--- config.mk ---
export PLATFORM = sky130hd
export DESIGN_NAME = rom_fetch_ctrl
export DESIGN_NICKNAME = d
export VERILOG_FILES = /design/src/rtl/fetch_pkg.sv /design/src/rtl/fetch_fifo.sv /design/src/rtl/rom_fetch_ctrl.sv
export SDC_FILE = /design/constraint.sdc
export NUM_CORES = 1
export LEC_CHECK = 0
export CAP_MARGIN = 10
export CELL_PAD_IN_SITES_DETAIL_PLACEMENT = 2
export CELL_PAD_IN_SITES_GLOBAL_PLACEMENT = 2
export CORE_UTILIZATION = 31
export CTS_CLUSTER_SIZE = 8
export DETAILED_ROUTE_END_ITERATION = 10
export PLACE_DENSITY = 0.85
export SYNTH_ARGS = -nofsm -noshare
export SYNTH_HDL_FRONTEND = slang
export SYNTH_HIERARCHICAL = 1
export SYNTH_SLANG_ARGS = --single-unit
--- constraint.sdc ---
create_clock -name clk -period 3.3 [get_ports clk]
set_input_delay 0.825 -clock clk [delete_from_list [all_inputs] [get_ports clk]]
set_output_delay 0.825 -clock clk [all_outputs]
set_load 0.1 [all_outputs]
--- src/rtl/fetch_pkg.sv ---
// fetch_pkg: shared widths and the prefetch entry layout for the ROM fetch path
package fetch_pkg;
  localparam int ADDR_W = 8;
  localparam int DATA_W = 8;
  typedef struct packed {
    logic [ADDR_W-1:0] pc;
    logic [DATA_W-1:0] data;
  } fetch_entry_t;
endpackage

--- src/rtl/fetch_fifo.sv ---
// fetch_fifo: DEPTH-entry synchronous FIFO; flush wins over push and pop
module fetch_fifo
  import fetch_pkg::*;
#(
  parameter int DEPTH = 2,
  parameter type T = fetch_entry_t,
  localparam int PW = (DEPTH > 1) ? $clog2(DEPTH) : 1,
  localparam int CW = $clog2(DEPTH + 1)
) (
  input  logic          clk,
  input  logic          rst_n,
  input  logic          push,
  input  logic          pop,
  input  logic          flush,
  input  T              din,
  output T              head,
  output logic [CW-1:0] count
);
  T              r_mem [DEPTH];
  logic [PW-1:0] r_wp, r_rp;
  logic [CW-1:0] r_cnt;
  logic [PW-1:0] w_wp_nx, w_rp_nx;
  always_comb begin
    w_wp_nx = (r_wp == PW'(DEPTH - 1)) ? '0 : r_wp + 1'b1;
    w_rp_nx = (r_rp == PW'(DEPTH - 1)) ? '0 : r_rp + 1'b1;
  end
  always_ff @(posedge clk) begin
    if (!rst_n) begin
      for (int i = 0; i < DEPTH; i++) r_mem[i] <= '0;
      r_wp  <= '0;
      r_rp  <= '0;
      r_cnt <= '0;
    end else if (flush) begin
      r_wp  <= '0;
      r_rp  <= '0;
      r_cnt <= '0;
    end else begin
      if (push) begin
        r_mem[r_wp] <= din;
        r_wp        <= w_wp_nx;
      end
      if (pop) r_rp <= w_rp_nx;
      r_cnt <= r_cnt + CW'(push) - CW'(pop);
    end
  end
  assign head  = r_mem[r_rp];
  assign count = r_cnt;
endmodule

--- src/rtl/rom_fetch_ctrl.sv ---
// rom_fetch_ctrl: PC sequencer sharing one ROM port between prefetch and debug reads
module rom_fetch_ctrl #(
  parameter int ADDR_W = fetch_pkg::ADDR_W,
  parameter int DATA_W = fetch_pkg::DATA_W,
  parameter int DEPTH  = 2
) (
  input  logic              clk,
  input  logic              rst_n,
  output logic [ADDR_W-1:0] rom_addr,
  input  logic [DATA_W-1:0] rom_data,
  output logic              out_valid,
  input  logic              out_ready,
  output logic [DATA_W-1:0] out_data,
  output logic [ADDR_W-1:0] out_pc,
  input  logic              redirect_valid,
  input  logic [ADDR_W-1:0] redirect_addr,
  input  logic              halt,
  input  logic              dbg_req,
  input  logic [ADDR_W-1:0] dbg_addr,
  output logic              dbg_ack,
  output logic [DATA_W-1:0] dbg_data
);
  localparam int CW = $clog2(DEPTH + 1);
  typedef struct packed {
    logic [ADDR_W-1:0] pc;
    logic [DATA_W-1:0] data;
  } entry_t;
  logic [ADDR_W-1:0] r_pc;
  logic              r_ack;
  logic [DATA_W-1:0] r_dbg_data;
  logic              w_gnt, w_pop, w_fetch;
  logic [CW-1:0]     w_count;
  entry_t            w_head, w_din;
  // Blocking the grant while acking leaves fetch at least every other slot
  always_comb begin
    w_gnt     = dbg_req && !r_ack;
    rom_addr  = w_gnt ? dbg_addr : r_pc;
    out_valid = (w_count != '0) && !redirect_valid;
    w_pop     = out_valid && out_ready;
    w_fetch   = !halt && !redirect_valid && !w_gnt && (w_count < CW'(DEPTH) || w_pop);
    w_din     = '{pc: r_pc, data: rom_data};
  end
  always_ff @(posedge clk) begin
    if (!rst_n) begin
      r_pc       <= '0;
      r_ack      <= 1'b0;
      r_dbg_data <= '0;
    end else begin
      r_pc  <= redirect_valid ? redirect_addr : w_fetch ? r_pc + 1'b1 : r_pc;
      r_ack <= w_gnt;
      if (w_gnt) r_dbg_data <= rom_data;
    end
  end
  fetch_fifo #(.DEPTH(DEPTH), .T(entry_t)) u_fifo (
    .clk   (clk),
    .rst_n (rst_n),
    .push  (w_fetch),
    .pop   (w_pop),
    .flush (redirect_valid),
    .din   (w_din),
    .head  (w_head),
    .count (w_count)
  );
  assign out_data = w_head.data;
  assign out_pc   = w_head.pc;
  assign dbg_ack  = r_ack;
  assign dbg_data = r_dbg_data;
endmodule

[After elaboration in Yosys (flattened, before gate mapping)]
Memories as Yosys holds them, arrays and structs flattened. A register that Yosys moved wholly into a read port is not among the register bits.
Cells that the tools add are included.
W data, S select, Z words.
Operators by class
  order comparisons: 1
  bitwise gates (word level): 1
  add/subtract/negate cells: 5
  mux-type cells: 15
  reductions and logical operators: 15
Operator list (count)
  $mux W8: 3
  $mux W16: 1
  $reduce_or A16 Y1: 1
  $mux W1: 11
  $add A8 B1 Y8 const B: 1
  $logic_and A1 B1 Y1: 6
  $logic_not A1 Y1: 4
  $reduce_bool A2 Y1: 2
  $add A1 B1 Y1 const B: 2
  $add A2 B1 Y2: 1
  $lt A2 B2 Y1 const B: 1
  $reduce_or A2 Y1: 1
  $sub A2 B1 Y2: 1
  $logic_or A1 B1 Y1: 1
  $not A1 Y1: 1
Word-level totals
  input port bits: 30
  logic and storage cells: 44
  memory bits (writable): 32
  register bits: 21
  memories kept: 1
Memory list
  u_fifo.r_mem: words 2, bits a word 16, rd ports 1, clocked after memory_dff 1, write ports 2, RTL line fetch_fifo.sv:19  | T r_mem [DEPTH];

[Logic depth before layout (Yosys ltp)]
  depth after elaboration: 11
  mapped depth: 8

[Modules after synthesis]
Netlist, hierarchy kept.
Modules (own cells, without submodules)
  fetch_fifo: times used 1, area each 1705.4 µm², cells an instance 112
  rom_fetch_ctrl: times used 1, area each 947.2 µm², cells an instance 131

[Worst setup path after synthesis]
Ideal clock, no wire load.
  path kind: register -> output
  start: register r_ack (netlist: dbg_ack)
  end: output port rom_addr[1]
  data required time: 2.475 ns
  setup slack: -1.081 ns
  arrival: 3.556 ns
  path buffers: 2
  stages on the path, launching flop included: 5
  path through: dfxtp_1 -> nor2b_1 -> buf_4 -> clkbuf_1 -> o21ai_0
Between the ends
  longest elaborated chain between the ends: 3
RTL lines
  from (decl): RTL line rom_fetch_ctrl.sv:29  | logic r_ack;
  from (signal assigned): RTL line rom_fetch_ctrl.sv:50  | r_ack <= w_gnt;
  $logic_not A1 Y1: RTL line rom_fetch_ctrl.sv:36  | w_gnt = dbg_req && !r_ack;
  $logic_and A1 B1 Y1: RTL line rom_fetch_ctrl.sv:36
  $mux W8: RTL line rom_fetch_ctrl.sv:37  | rom_addr = w_gnt ? dbg_addr : r_pc;
  to (decl): RTL line rom_fetch_ctrl.sv:9  | output logic [ADDR_W-1:0] rom_addr,
No other way between the ends.

[Final worst setup path]
  start: input port dbg_req
  end: output port rom_addr[3]
Between the ends
  longest elaborated chain between the ends: 2
RTL lines
  from (decl): RTL line rom_fetch_ctrl.sv:18  | input logic dbg_req,
  $logic_and A1 B1 Y1: RTL line rom_fetch_ctrl.sv:36
  $mux W8: RTL line rom_fetch_ctrl.sv:37
No other way between the ends.

==> impl_results.md <==
- Critical Path End Type: primary output
- YS warnings: 6
- Global-route wire length before repair: 11.4 mm
- H-tree depth: 2
- Internal power: 1040 uW
- Syn Inst Count: 243
- RSZ-0062 raised after global routing: false
- P_sw: 525 uW
- Worst-path fanout max: 11
- Largest net degree at the start of global routing: 34
- Max-slew headroom: 61.4%
- Drt pass-1 iters: 4
- Hold buffers post-CTS: 0
- Final TNS setup: 0 ps
- Crit path cell chain: clkdlybuf4s50_1, nor2b_1, buf_4, nand2_1, nand2_1, buf_12
- WL/cell: 17.3 um
- TritonCTS clock tree: yes
- R2r startpoint: dbg_ack
- TritonCTS buffer count: 5
- Post-synth EDFFs: 32
- N_diodes: 0
- Number of global-route vias before repair: 2096
- Fmax: 349 MHz
- Synthesized area: 0.00265 mm2
- DR vias: 2046
- Core outline area: 0.00826 mm2
- Most numerous cell in the Yosys netlist: nand2_1
- Most area-consuming cells after synthesis: edfxtp_1 36%, dfxtp_1 17%, nand2_1 6.9%
- Clock power frac: 23.7%
- Sequential share of power: 49.2%
- Cts repair resizes: 0
- Min Tclk post-route: 2860 ps
- Arrival time worst endpoint: 2040 ps
- Port Buffer Count: 63
- Most frequent CP cell: nand2_1
- Post-synth top cells: 49 x nand2_1, 32 x edfxtp_1, 29 x and3_1
- Seq cells post-synth: 54
- Sink Count: 54
- Final Cycle Share: 86.7%
- CP max stage delay: 470 ps
- Dpl cells: 406
- Initial antenna violation count: 0
- Library cells used by synthesis: 43
- CTS max path bufs: 2
- Row count: 33
- Max-cap check violation count: 0
- Initial Util: 32.1%
- DRC: 0
- Initial DRC count: 53
- Max Slew Vio Count: 0
- Setup crit start kind: input pin
- FF-to-FF path depth: 6
- Post-Route Skew: 4.67 ps
- Layout cells sized above 1: 25.9%
- Sequential cell area fraction in the yosys report: 52.8%
- Worst-Margin Slew: 577 ps
- VDD IR max: 169 uV
- Die area: 0.00893 mm2
- Gpl congestion: 0.742
- Routed wire length: 7.18 mm
- Final number of hold-violating endpoints: 0
- WS Path Type: input pin to primary output
- Die Y: 94.5 um
- Routed Antenna Nets: 0
- Root buf cell: clkbuf_8
- Switching share of power: 33.6%
- Power density over cell area: 444 mW/mm2
- Area delta synth->final: 32.8%
- Postcts setup bufs: 0
- Ys flop type: edfxtp_1
- DIE WIDTH: 94.5 um
- Clk_lat worst skew: 300 ps
- Dpl hpwl: 5.35 mm
- Final Power: 1560 uW
- Syn Area/Cell: 10.9 um2
- Crit-path slowest cell: clkdlybuf4s50_1
- Status: finished, final reports clean
- Overall routing resource usage: 17.2%
- Worst Hold Class: register to register
- Crit path to: rom_addr[3]
- Final nets: 341
- Vias per cell: 4.94
- I/O pins: 64
- P_leak: 0.00150 uW
- Clock slew at reported path FFs: 90 ps
- Gr ovfl total: 0
- Setup violators final: 0
- Async set or reset register ratio after synthesis: 0%
- Power share of the combinational group: 27.1%
- Critical Path Start: dbg_req
- Fin cells: 414
- Setup slack, reg-to-reg: 1320 ps
- Worst EP required: 2470 ps
- Syn_nets: 276
- R2r endpoint: u_fifo/r_mem[0][8]
- Share of the synthesized area in the top cell type: 36.2%
- Yosys top cell by area: edfxtp_1
-- worst max-delay path, delay by kind of cell --
| family | cells | cell delay [ps] |
|---|---|---|
| simple gates | 3 | 340 |
| buf+inv | 3 | 860 |
-- logic make-up after synthesis --
| logic type | after synthesis | synth area share [%] |
|---|---|---|
| AO/OA/AOI/OAI | 32 | 6.84 |
| XOR/XNOR | 5 | 2.17 |
| adder cells (fa/ha/maj) | 3 | 1.42 |
| buffers and inverters | 20 | 4.86 |
| flip-flops | 54 | 52.8 |
| multiplexers | 16 | 8.21 |
| AND/OR/NAND/NOR | 113 | 23.7 |
-- per-layer routing --
layer	up-vias	wire length (um)	global-route usage, %
li1	991	-	-
met1	1004	3110	21.1
met2	43	3710	30.6
met3	8	264	2.98
met4	0	90	5.30
met5	-	0	0
-- state kept, by name (all words and copies together) (netlist names), named ones only --
| signal | count |
|---|---|
| u_fifo/r_mem | 32 |
| dbg_data | 8 |
| r_pc | 8 |
| u_fifo/count | 2 |
| dbg_ack | 1 |
| u_fifo/r_rp | 1 |
| u_fifo/r_wp | 1 |
-- cell type report --
type / instances / area, um2
clock buffer: 6 / 76.3
timing repair buffer: 72 / 751
clock inverter: 2 / 13.8
multi-input combinational: 169 / 1130
fill: 892 / 4740
inverter: 6 / 22.5
tap: 105 / 131
sequential: 54 / 1400
-- worst min path at each step --
stage,start,to,cells after the start
6_report,dbg_data[0],dbg_data[0],2
5_1_grt,dbg_data[1],dbg_data[1],2
4_1_cts,dbg_data[0],dbg_data[0],2
3_5_place_dp,dbg_data[0],dbg_data[0],2
3_3_place_gp,dbg_data[6],dbg_data[6],2
2_1_floorplan,r_pc[4],r_pc[4],2
-- metrics by stage --
step	hold WS [ps]	util [%]	setup WS (ps)	cell area, um2
after floorplan	474	-	15.5	2660
after global placement	444	41.6	401	3430
after detailed placement	461	41.6	335	3430
after CTS	477	42.7	413	3520
after global routing	499	42.7	325	3520
final	467	42.7	438	3520
-- power by group through the flow --
stage / sequential [uW] / combinational, uW / clock [uW]
2_1_floorplan: 819 / 241 / 0
3_3_place_gp: 780 / 420 / 0
3_5_place_dp: 784 / 427 / 0
4_1_cts: 769 / 429 / 387
5_1_grt: 773 / 443 / 406
6_report: 768 / 424 / 370
-- layout by cell type (no fill, tap or decap), drive strengths merged, types with 4 or more instances in the layout --
cell / synthesis / layout
dfxtp: 22 / 22
nor2b: 4 / 4
nand3: 5 / 5
nand2b: 4 / 4
inv: 6 / 6
mux2: 16 / 16
buf: 10 / 43
o21ai: 7 / 7
nand2: 49 / 49
a21oi: 17 / 17
clkbuf: 4 / 6
and3: 33 / 33
nor2: 7 / 7
edfxtp: 32 / 32
clkdlybuf4s50: 0 / 29
(Power assumes the default switching activity.)
